**src/rtl/img_pkg.sv**
```systemverilog
// Shared image-memory types and arbiter state encoding.
// Pure declarations; no logic and no flow control here.
package img_pkg;

  typedef logic [15:0] halfword_t;
  typedef logic [31:0] word_t;

  localparam int IMG_WORDS       = 25344;
  localparam int IMG_WIDTH_WORDS = 88;

  typedef enum logic {
    ARB    = 1'b0,
    LOCKED = 1'b1
  } arb_state_t;

endpackage

```
**src/rtl/mem_arbiter_rr_pick.sv**
```systemverilog
// Cyclic priority picker: first requester at or after ptr wins; purely combinational.
// No storage and no backpressure; the caller decides whether the pick is accepted.
module rr_pick #(
  parameter int NREQ = 2,
  parameter int PW   = 1
) (
  input  logic [NREQ-1:0] req,
  input  logic [PW-1:0]   ptr,
  output logic [NREQ-1:0] gnt,
  output logic [PW-1:0]   idx,
  output logic            any
);

  logic [PW-1:0] cand;

  // Scan from the farthest slot back to ptr so the nearest requester is written last.
  always_comb begin
    gnt  = '0;
    idx  = '0;
    any  = 1'b0;
    cand = '0;
    for (int k = NREQ - 1; k >= 0; k--) begin
      cand = PW'((int'(ptr) + k) % NREQ);
      if (req[cand]) begin
        any = 1'b1;
        idx = cand;
      end
    end
    if (any) begin
      gnt[idx] = 1'b1;
    end
  end

endmodule

```
**src/rtl/mem_arbiter.sv**
```systemverilog
// Round-robin arbiter with bounded lock for a single-port, 1-cycle-read memory; grant is same-cycle.
// Losers simply see gnt=0 and must hold req; rvalid follows an accepted read by exactly one cycle.
module mem_arbiter
  import img_pkg::*;
#(
  parameter int NREQ     = 2,
  parameter int MAX_LOCK = 64
) (
  input  logic            clk,
  input  logic            reset,
  input  logic [NREQ-1:0] req,
  input  logic [NREQ-1:0] lock,
  input  logic [NREQ-1:0] req_we,
  input  halfword_t       req_addr  [NREQ],
  input  word_t           req_wdata [NREQ],
  output logic [NREQ-1:0] gnt,
  output word_t           rdata,
  output logic [NREQ-1:0] rvalid,
  output halfword_t       addr,
  output word_t           dataW,
  input  word_t           dataR,
  output logic            en,
  output logic            we
);

  localparam int PW = (NREQ > 1) ? $clog2(NREQ) : 1;
  localparam int CW = $clog2(MAX_LOCK + 1);

  arb_state_t      state_q, state_d;
  logic [PW-1:0]   ptr_q, ptr_d;
  logic [PW-1:0]   owner_q, owner_d;
  logic [CW-1:0]   cnt_q, cnt_d;
  logic [NREQ-1:0] rvalid_q;

  logic [NREQ-1:0] pick_gnt;
  logic [PW-1:0]   pick_idx;
  logic            pick_any;
  logic [PW-1:0]   win;
  logic            accepted;

  function automatic logic [PW-1:0] next_idx(input logic [PW-1:0] i);
    return (i == PW'(NREQ - 1)) ? '0 : i + PW'(1);
  endfunction

  rr_pick #(
    .NREQ (NREQ),
    .PW   (PW)
  ) u_pick (
    .req (req),
    .ptr (ptr_q),
    .gnt (pick_gnt),
    .idx (pick_idx),
    .any (pick_any)
  );

  always_comb begin
    state_d = state_q;
    ptr_d   = ptr_q;
    owner_d = owner_q;
    cnt_d   = cnt_q;
    gnt     = '0;
    win     = '0;

    case (state_q)
      ARB: begin
        if (pick_any) begin
          gnt = pick_gnt;
          win = pick_idx;
          // A one-transfer lock budget is exhausted by the winning transfer itself.
          if (lock[pick_idx] && (MAX_LOCK > 1)) begin
            state_d = LOCKED;
            owner_d = pick_idx;
            cnt_d   = CW'(1);
          end else begin
            ptr_d = next_idx(pick_idx);
          end
        end
      end
      LOCKED: begin
        win = owner_q;
        if (req[owner_q]) begin
          gnt[owner_q] = 1'b1;
          cnt_d = (cnt_q == CW'(MAX_LOCK)) ? cnt_q : cnt_q + CW'(1);
        end
        if (!lock[owner_q] || (req[owner_q] && (cnt_q >= CW'(MAX_LOCK - 1)))) begin
          state_d = ARB;
          ptr_d   = next_idx(owner_q);
          cnt_d   = '0;
        end
      end
      default: state_d = ARB;
    endcase

    if (reset) begin
      gnt = '0;
    end
  end

  always_comb begin
    accepted = |gnt;
    en       = accepted;
    we       = accepted & req_we[win];
    addr     = accepted ? req_addr[win]  : '0;
    dataW    = accepted ? req_wdata[win] : '0;
  end

  always_ff @(posedge clk) begin
    if (reset) begin
      state_q  <= ARB;
      ptr_q    <= '0;
      owner_q  <= '0;
      cnt_q    <= '0;
      rvalid_q <= '0;
    end else begin
      state_q  <= state_d;
      ptr_q    <= ptr_d;
      owner_q  <= owner_d;
      cnt_q    <= cnt_d;
      rvalid_q <= gnt & ~req_we;
    end
  end

  // A read accepted just before reset must not surface while reset is held.
  assign rvalid = rvalid_q & {NREQ{~reset}};
  assign rdata  = dataR;

endmodule
```
**config.mk**
```make
export PLATFORM = sky130hd
export DESIGN_NAME = mem_arbiter
export DESIGN_NICKNAME = d
export VERILOG_FILES = /design/src/rtl/img_pkg.sv /design/src/rtl/mem_arbiter_rr_pick.sv /design/src/rtl/mem_arbiter.sv
export SDC_FILE = /design/constraint.sdc
export NUM_CORES = 1
export LEC_CHECK = 0
export CORE_ASPECT_RATIO = 0.8
export CORE_MARGIN = 2
export CORE_UTILIZATION = 26
export CTS_CLUSTER_DIAMETER = 60
export DETAILED_ROUTE_END_ITERATION = 8
export GPL_TIMING_DRIVEN = 0
export PLACE_DENSITY = 0.81
export SLEW_MARGIN = 20
export SYNTH_ARGS = -nofsm -noshare
export SYNTH_HDL_FRONTEND = slang
export SYNTH_SLANG_ARGS = --single-unit
export TNS_END_PERCENT = 20
```
**constraint.sdc**
```tcl
create_clock -name clk -period 2.1 [get_ports clk]
set_clock_uncertainty 0.15 [all_clocks]
set_input_delay 0.42 -clock clk [delete_from_list [all_inputs] [get_ports clk]]
set_output_delay 0.42 -clock clk [all_outputs]
set_load 0.1 [all_outputs]
```
; ---- Word level (Yosys, flattened, before mapping)
; Index checks and enable logic that the tools add are counted.
[op_classes]
n_addsub = 4
mul = 0
n_div = 0
n_lt_le_gt_ge = 9
eq_ne = 7
n_shift = 0
n_mux = 50
bitwise = 7
reduce_logical = 9
[ops]
columns = operator, count
row1 = 2-to-1 mux 32 bit, 4
row2 = 2-to-1 mux 16 bit, 4
row3 = 2-to-1 mux 7 bit, 5
row4 = 2-to-1 mux 1 bit, 27
row5 = one-hot mux 7 bit (2 select lines), 1
row6 = less-than comparator 1 x 2 -> 1 bit (second input constant), 5
row7 = adder 7 x 1 -> 7 bit (second input constant), 1
row8 = == test 7 bit (second input constant), 1
row9 = >= comparator 7 x 6 -> 1 bit (second input constant), 1
row10 = 2-to-1 mux 2 bit, 3
row11 = inequality test 2 bit (second input constant), 3
row12 = one-hot mux 1 bit (2 select lines), 3
row13 = AND reduction 3 bit, 2
row14 = bitwise AND 2 bit, 2
row15 = one-hot mux 2 bit (2 select lines), 1
row16 = AND reduction 4 bit, 1
row17 = adder 1 bit (second input constant), 3
row18 = logical AND 1 bit, 3
row19 = inequality test 3 x 1 -> 1 bit (second input constant), 1
row20 = inequality test 3 x 2 -> 1 bit (second input constant), 1
row21 = demux 1 bit (select 1 bit), 2
row22 = >= comparator 1 bit (second input constant), 2
row23 = >= comparator 2 bit (second input constant), 1
row24 = inequality test 2 x 1 -> 1 bit (second input constant), 1
row25 = 7 further kinds, 8
[word_totals]
regBits = 12
latch_bits = 0
mem_bits_rw = 0
romBits = 0
in_bits = 136
output_inout_bits = 86
word_cells = 91
memories = 0

; ---- Longest topological paths before layout
[depth]
depth_word = 14
mapped_depth = 6
ltp_nobuf = 5

; ---- Hierarchy
; From an unflattened synthesis, not the netlist that was laid out.
[unflattened]
hier_cells = 294
area_unflattened_um2 = 1731.7
[by_module_without_submodules]
columns = mod, n_inst, cells_each, area_per_inst_um2
row1 = mem_arbiter, 1, 289, 1699.1
row2 = rr_pick, 1, 5, 32.5

; ---- Worst setup path before layout
; OpenSTA, ideal clock, no wires.
[synth_timing]
path_kind = reg2out
startpoint = register state_q
endpoint = output port gnt[0]
arrival_time_ns = 2.943
required_time_ns = 1.530
slack_ns = -1.413
path_stages_with_launch = 5
path_cell_list = dfxtp_1 -> buf_2 -> inv_1 -> and3_1 -> nor3_1
[synth_between]
elab_chain_len = 3
[synth_lines]
columns = item, line_no
row1 = "start, declared", mem_arbiter.sv:29  ; arb_state_t state_q, state_d;
row2 = "start signal, assigned", mem_arbiter.sv:115  ; state_q <= state_d;
row3 = NOT 1 bit (no line), n/a
row4 = one-hot mux 2 bit (2 select lines) (*), mem_arbiter.sv:64  ; case (state_q)
row5 = 2-to-1 mux 2 bit (*), mem_arbiter.sv:94  ; if (reset) begin
row6 = "end, declared", mem_arbiter.sv:16  ; output logic [NREQ-1:0] gnt,
; Every way passes the cells marked *; elsewhere a longest branch is shown, timed or not.

; ---- Final worst setup path
[layout_timing]
startpoint = input port req[0]
endpoint = output port dataW[1]
[layout_between]
elab_chain_len = 13
elab_cells_between_ends = 27
classes_between = order compare: 2 / mux: 22 / bitwise: 1 / reduce/logical: 2
[layout_lines]
columns = item, line_no
row1 = "start, declared", mem_arbiter.sv:11  ; input logic [NREQ-1:0] req,
row2 = 2-to-1 mux 1 bit (not written as such) (2 in a row), mem_arbiter_rr_pick.sv:24  ; if (req[cand]) begin
row3 = 2-to-1 mux 1 bit (2 in a row), mem_arbiter_rr_pick.sv:24
row4 = less-than comparator 1 x 2 -> 1 bit (not written as such) or >= comparator 1 bit (tied branches), mem_arbiter_rr_pick.sv:30  ; gnt[idx] = 1'b1;
row5 = logical AND 1 bit (not written as such), mem_arbiter_rr_pick.sv:30
row6 = 2-to-1 mux 1 bit (not written as such), mem_arbiter_rr_pick.sv:30
row7 = demux 1 bit (select 1 bit), n/a
row8 = 2-to-1 mux 2 bit, mem_arbiter.sv:66  ; if (pick_any) begin
row9 = one-hot mux 2 bit (2 select lines), mem_arbiter.sv:64
row10 = 2-to-1 mux 2 bit, mem_arbiter.sv:94
row11 = OR reduction 2 bit, mem_arbiter.sv:100  ; accepted = |gnt;
row12 = 2-to-1 mux 32 bit (*), mem_arbiter.sv:104  ; dataW = accepted ? req_wdata[win] : '0;
row13 = "end, declared", mem_arbiter.sv:20  ; output word_t dataW,
; Every way passes the cells marked *; elsewhere a longest branch is shown, timed or not. The select of a mux whose other input is x is not followed.

==> qor.yml <==
drive_gt1_share_pct: 58.4
core_um2: 6410
n_fill_cell: 304
maxCapViolCount: 0
dp.cells: 563
crit_required_ps: 1530
max-vdd-ir-drop_v: 0.000384
avgSynthCellArea_um2: 5.95
synthXorXnorAreaFrac_pct: 0
gp_congestion: 0.849
synth_cell_type_count: 44
r2r-start: "owner_q"
synth_area_leader_cell: "nand2_1"
synth-compound-area-share_pct: 29.0
grt_remaining_overflow: 0
synthTopCellsByArea: "nand2_1 22%, a21oi_1 15%, dfxtp_1 14%, buf_4 14%, clkbuf_1 2.8%"
worst_slew_pin_slew_ps: 534
setup_viol: 50
start_kind: "input port"
multi_input_area_um2: 2000
leakagePower_uw: 0.00222
crit_path_end_kind: "output port"
postLayoutSetupSlackWorst_ps: -354
yosysWarnings: 0
grt_start_max_net_pins: 12
ff2ff_setup_slack_ps: 60
io_pins: 222
cts_max_level: 1
synth_top_family_by_area: "simple AND/OR/NAND/NOR gates"
antenna_found_initial: 0
cts_buffer_depth: 2
seq_area_um2: 249
synth_edf_count: 0
die_h_um: 76.8
arrival_ps: 1880
tns_ps: -13940
grt_first_pass_wirelength_um: 15900
postPlaceCellArea_um2: 4500
ys_async_sr_fraction_pct: 0
die_w_um: 95.0
initial_core_util_pct: 26.9
ctsHoldBuffers: 0
hold_viol: 0
first_pass_iters: 4
min_to: "cnt_q[5]"
crit_type: "input port to output port"
rsz0062_at_grt: "true"
syn-cell-area_um2: 1720
cts_buffers: 3
syn2layout_area_growth_pct: 222
stdcell_area_um2: 5560
fmax_mhz: 408
clk_pin_slew_ps: 60
wl_per_cell_um: 20.2
powerDensity_nw_per_um2: 523
dp_hpwl_um: 6990
drc: 0
grt_use_total_pct: 27.4
r2r_end: "cnt_q[5]"
holdPathStages: 1
grt_pass1_vias: 2983
hp-class: "flip-flop to flip-flop"
ys_ff_latch: 12
ctsRootBufferMaster: "clkbuf_8"
numPortBuffers: 189
drv_slew: 0
yosysMostFrequentCell: "nand2_1"
route.vias.total: 3000
synthesis.nets: 428
via_per_inst: 5.09
cts_tree: "built"
ant_nets: 0
antenna_cells: 0
synth_fa_ha_area_share_pct: 1.45
dp_worst_setup_slack_ps: -1980
synthSimpleGateAreaFrac_pct: 33.2
muxShareOfSynthArea_pct: 2.10
dr.first_iter.drc_count: 109
cts.sinks: 12
clkLatencyLatePin_ps: 240
outcome: "finished with violations"
netlist.area_leader.share_pct: 22.2
reg2regPathDepth: 6
ys_top_cells_by_count: "102 x nand2_1, 52 x a21oi_1, 32 x buf_4"
relSlewSlack_pct: 63.7
ys.flop_type: "dfxtp_1"
finalNonFillerCells: 589
fin_crit_ps: 2450
post-route-period-util_pct: 117
seq_area_frac_synth_pct: 13.9
crit_fanout: 10
wirelength_um: 11900
worstHoldStart: "cnt_q[5]"
syn_inst: 290
die_area_um2: 7300
layout.nets: 644
row_count: 26
failed_checks: "setup timing"
-- kinds of logic (layout without fill, tap and decap cells) --
logic type	after synthesis	in the layout
flip-flops	12	12
AO/OA/AOI/OAI	79	80
AND/OR/NAND/NOR	134	134
adder cells (fa/ha/maj)	2	2
multiplexers	3	3
buffers and inverters	60	274
-- through the flow --
stage | utilization [%] | power (uW) | hold slack (ps)
floorplan | - | 1680 | 313
global placement | 70.3 | 2150 | 338
detailed placement | 70.3 | 2170 | 347
CTS | 83.3 | 2770 | 361
global route | 86.7 | 3000 | 380
finish | 86.7 | 2910 | 360
-- cell usage in the layout (no fill, tap or decap), types with 2 or more instances in the layout --
master           netlist  final
buf_4                 32     76
clkbuf_8               0      7
o21ai_0                4      4
nor2_2                 0      2
nor2_1                 6      4
o211ai_1               3      3
inv_1                 10      8
nor3_1                 4      3
nand2_4                0     20
dfxtp_4                0      2
nand4_1                3      3
buf_12                 0     53
a21oi_1               52      3
buf_8                  0      2
nor2b_1                3      3
o21a_1                 3      3
dfxtp_1               12      9
a21oi_4                0     49
clkdlybuf4s50_1        0    100
buf_2                  4      2
nand2_2                0     43
nor4_1                 2      2
ha_1                   2      2
nand3_1                6      6
buf_6                  0     11
o31a_1                 2      2
clkbuf_16              0     10
nand2_1              102     38
-- timing repair --
| item | 4_1_cts | 5_1_grt |
|---|---|---|
| buffers inserted | 10 | 3 |
| gates resized for setup | 574 | 51 |
| pin swaps | 44 | 19 |
| endpoints found under the setup margin | 89 | 54 |
| cloned | 6 | 3 |
-- how the worst max path moves through the flow --
| stage | start | end | slack, ps | cells past startpoint |
|---|---|---|---|---|
| finish | req[0] | dataW[1] | -350 | 9 |
| global route | ptr_q | dataW[1] | -380 | 8 |
| CTS | ptr_q | dataW[7] | -310 | 7 |
| detailed placement | req[1] | dataW[15] | -1980 | 7 |
| global placement | req[1] | dataW[11] | -1910 | 6 |
| floorplan | reset | rvalid[0] | -470 | 2 |
-- where the power goes --
| group | switching, uW | internal [uW] | total (uW) |
|---|---|---|---|
| clock network | 90.3 | 166 | 256 |
| logic | 1480 | 921 | 2400 |
| registers | 10.8 | 239 | 250 |
| total | 1580 | 1330 | 2910 |
-- sequential cells by signal, summed over array words and instances, names as in the netlist --
signal and count:
ptr_q 1, state_q 1, cnt_q 7, rvalid_q 2
owner_q 1
-- critical path, stage by stage --
cell and delay, ps:
buf_2 150, and2b_2 230, o31a_1 310, buf_4 150, buf_6 120, buf_12 150
nand2_2 110, a21oi_4 70, buf_12 160
-- cell type report --
type	count	share of cell area, %
inverter	11	0.855
buffer	49	10.1
clock buffer	4	0.990
tap	84	1.89
multi-input combinational	219	36.0
sequential	12	4.48
timing repair buffer	210	45.7
-- routing by layer --
layer | vias up | share of wire (%) | wire length, um | global-route usage, %
li1 | 1381 | - | - | -
met1 | 1413 | 37 | 4370 | 30.9
met2 | 162 | 51 | 6060 | 49.7
met3 | 44 | 7.9 | 936 | 5.40
met4 | 0 | 4.5 | 540 | 11.0
met5 | - | 0 | 0 | 0
(Power assumes the default switching activity.)
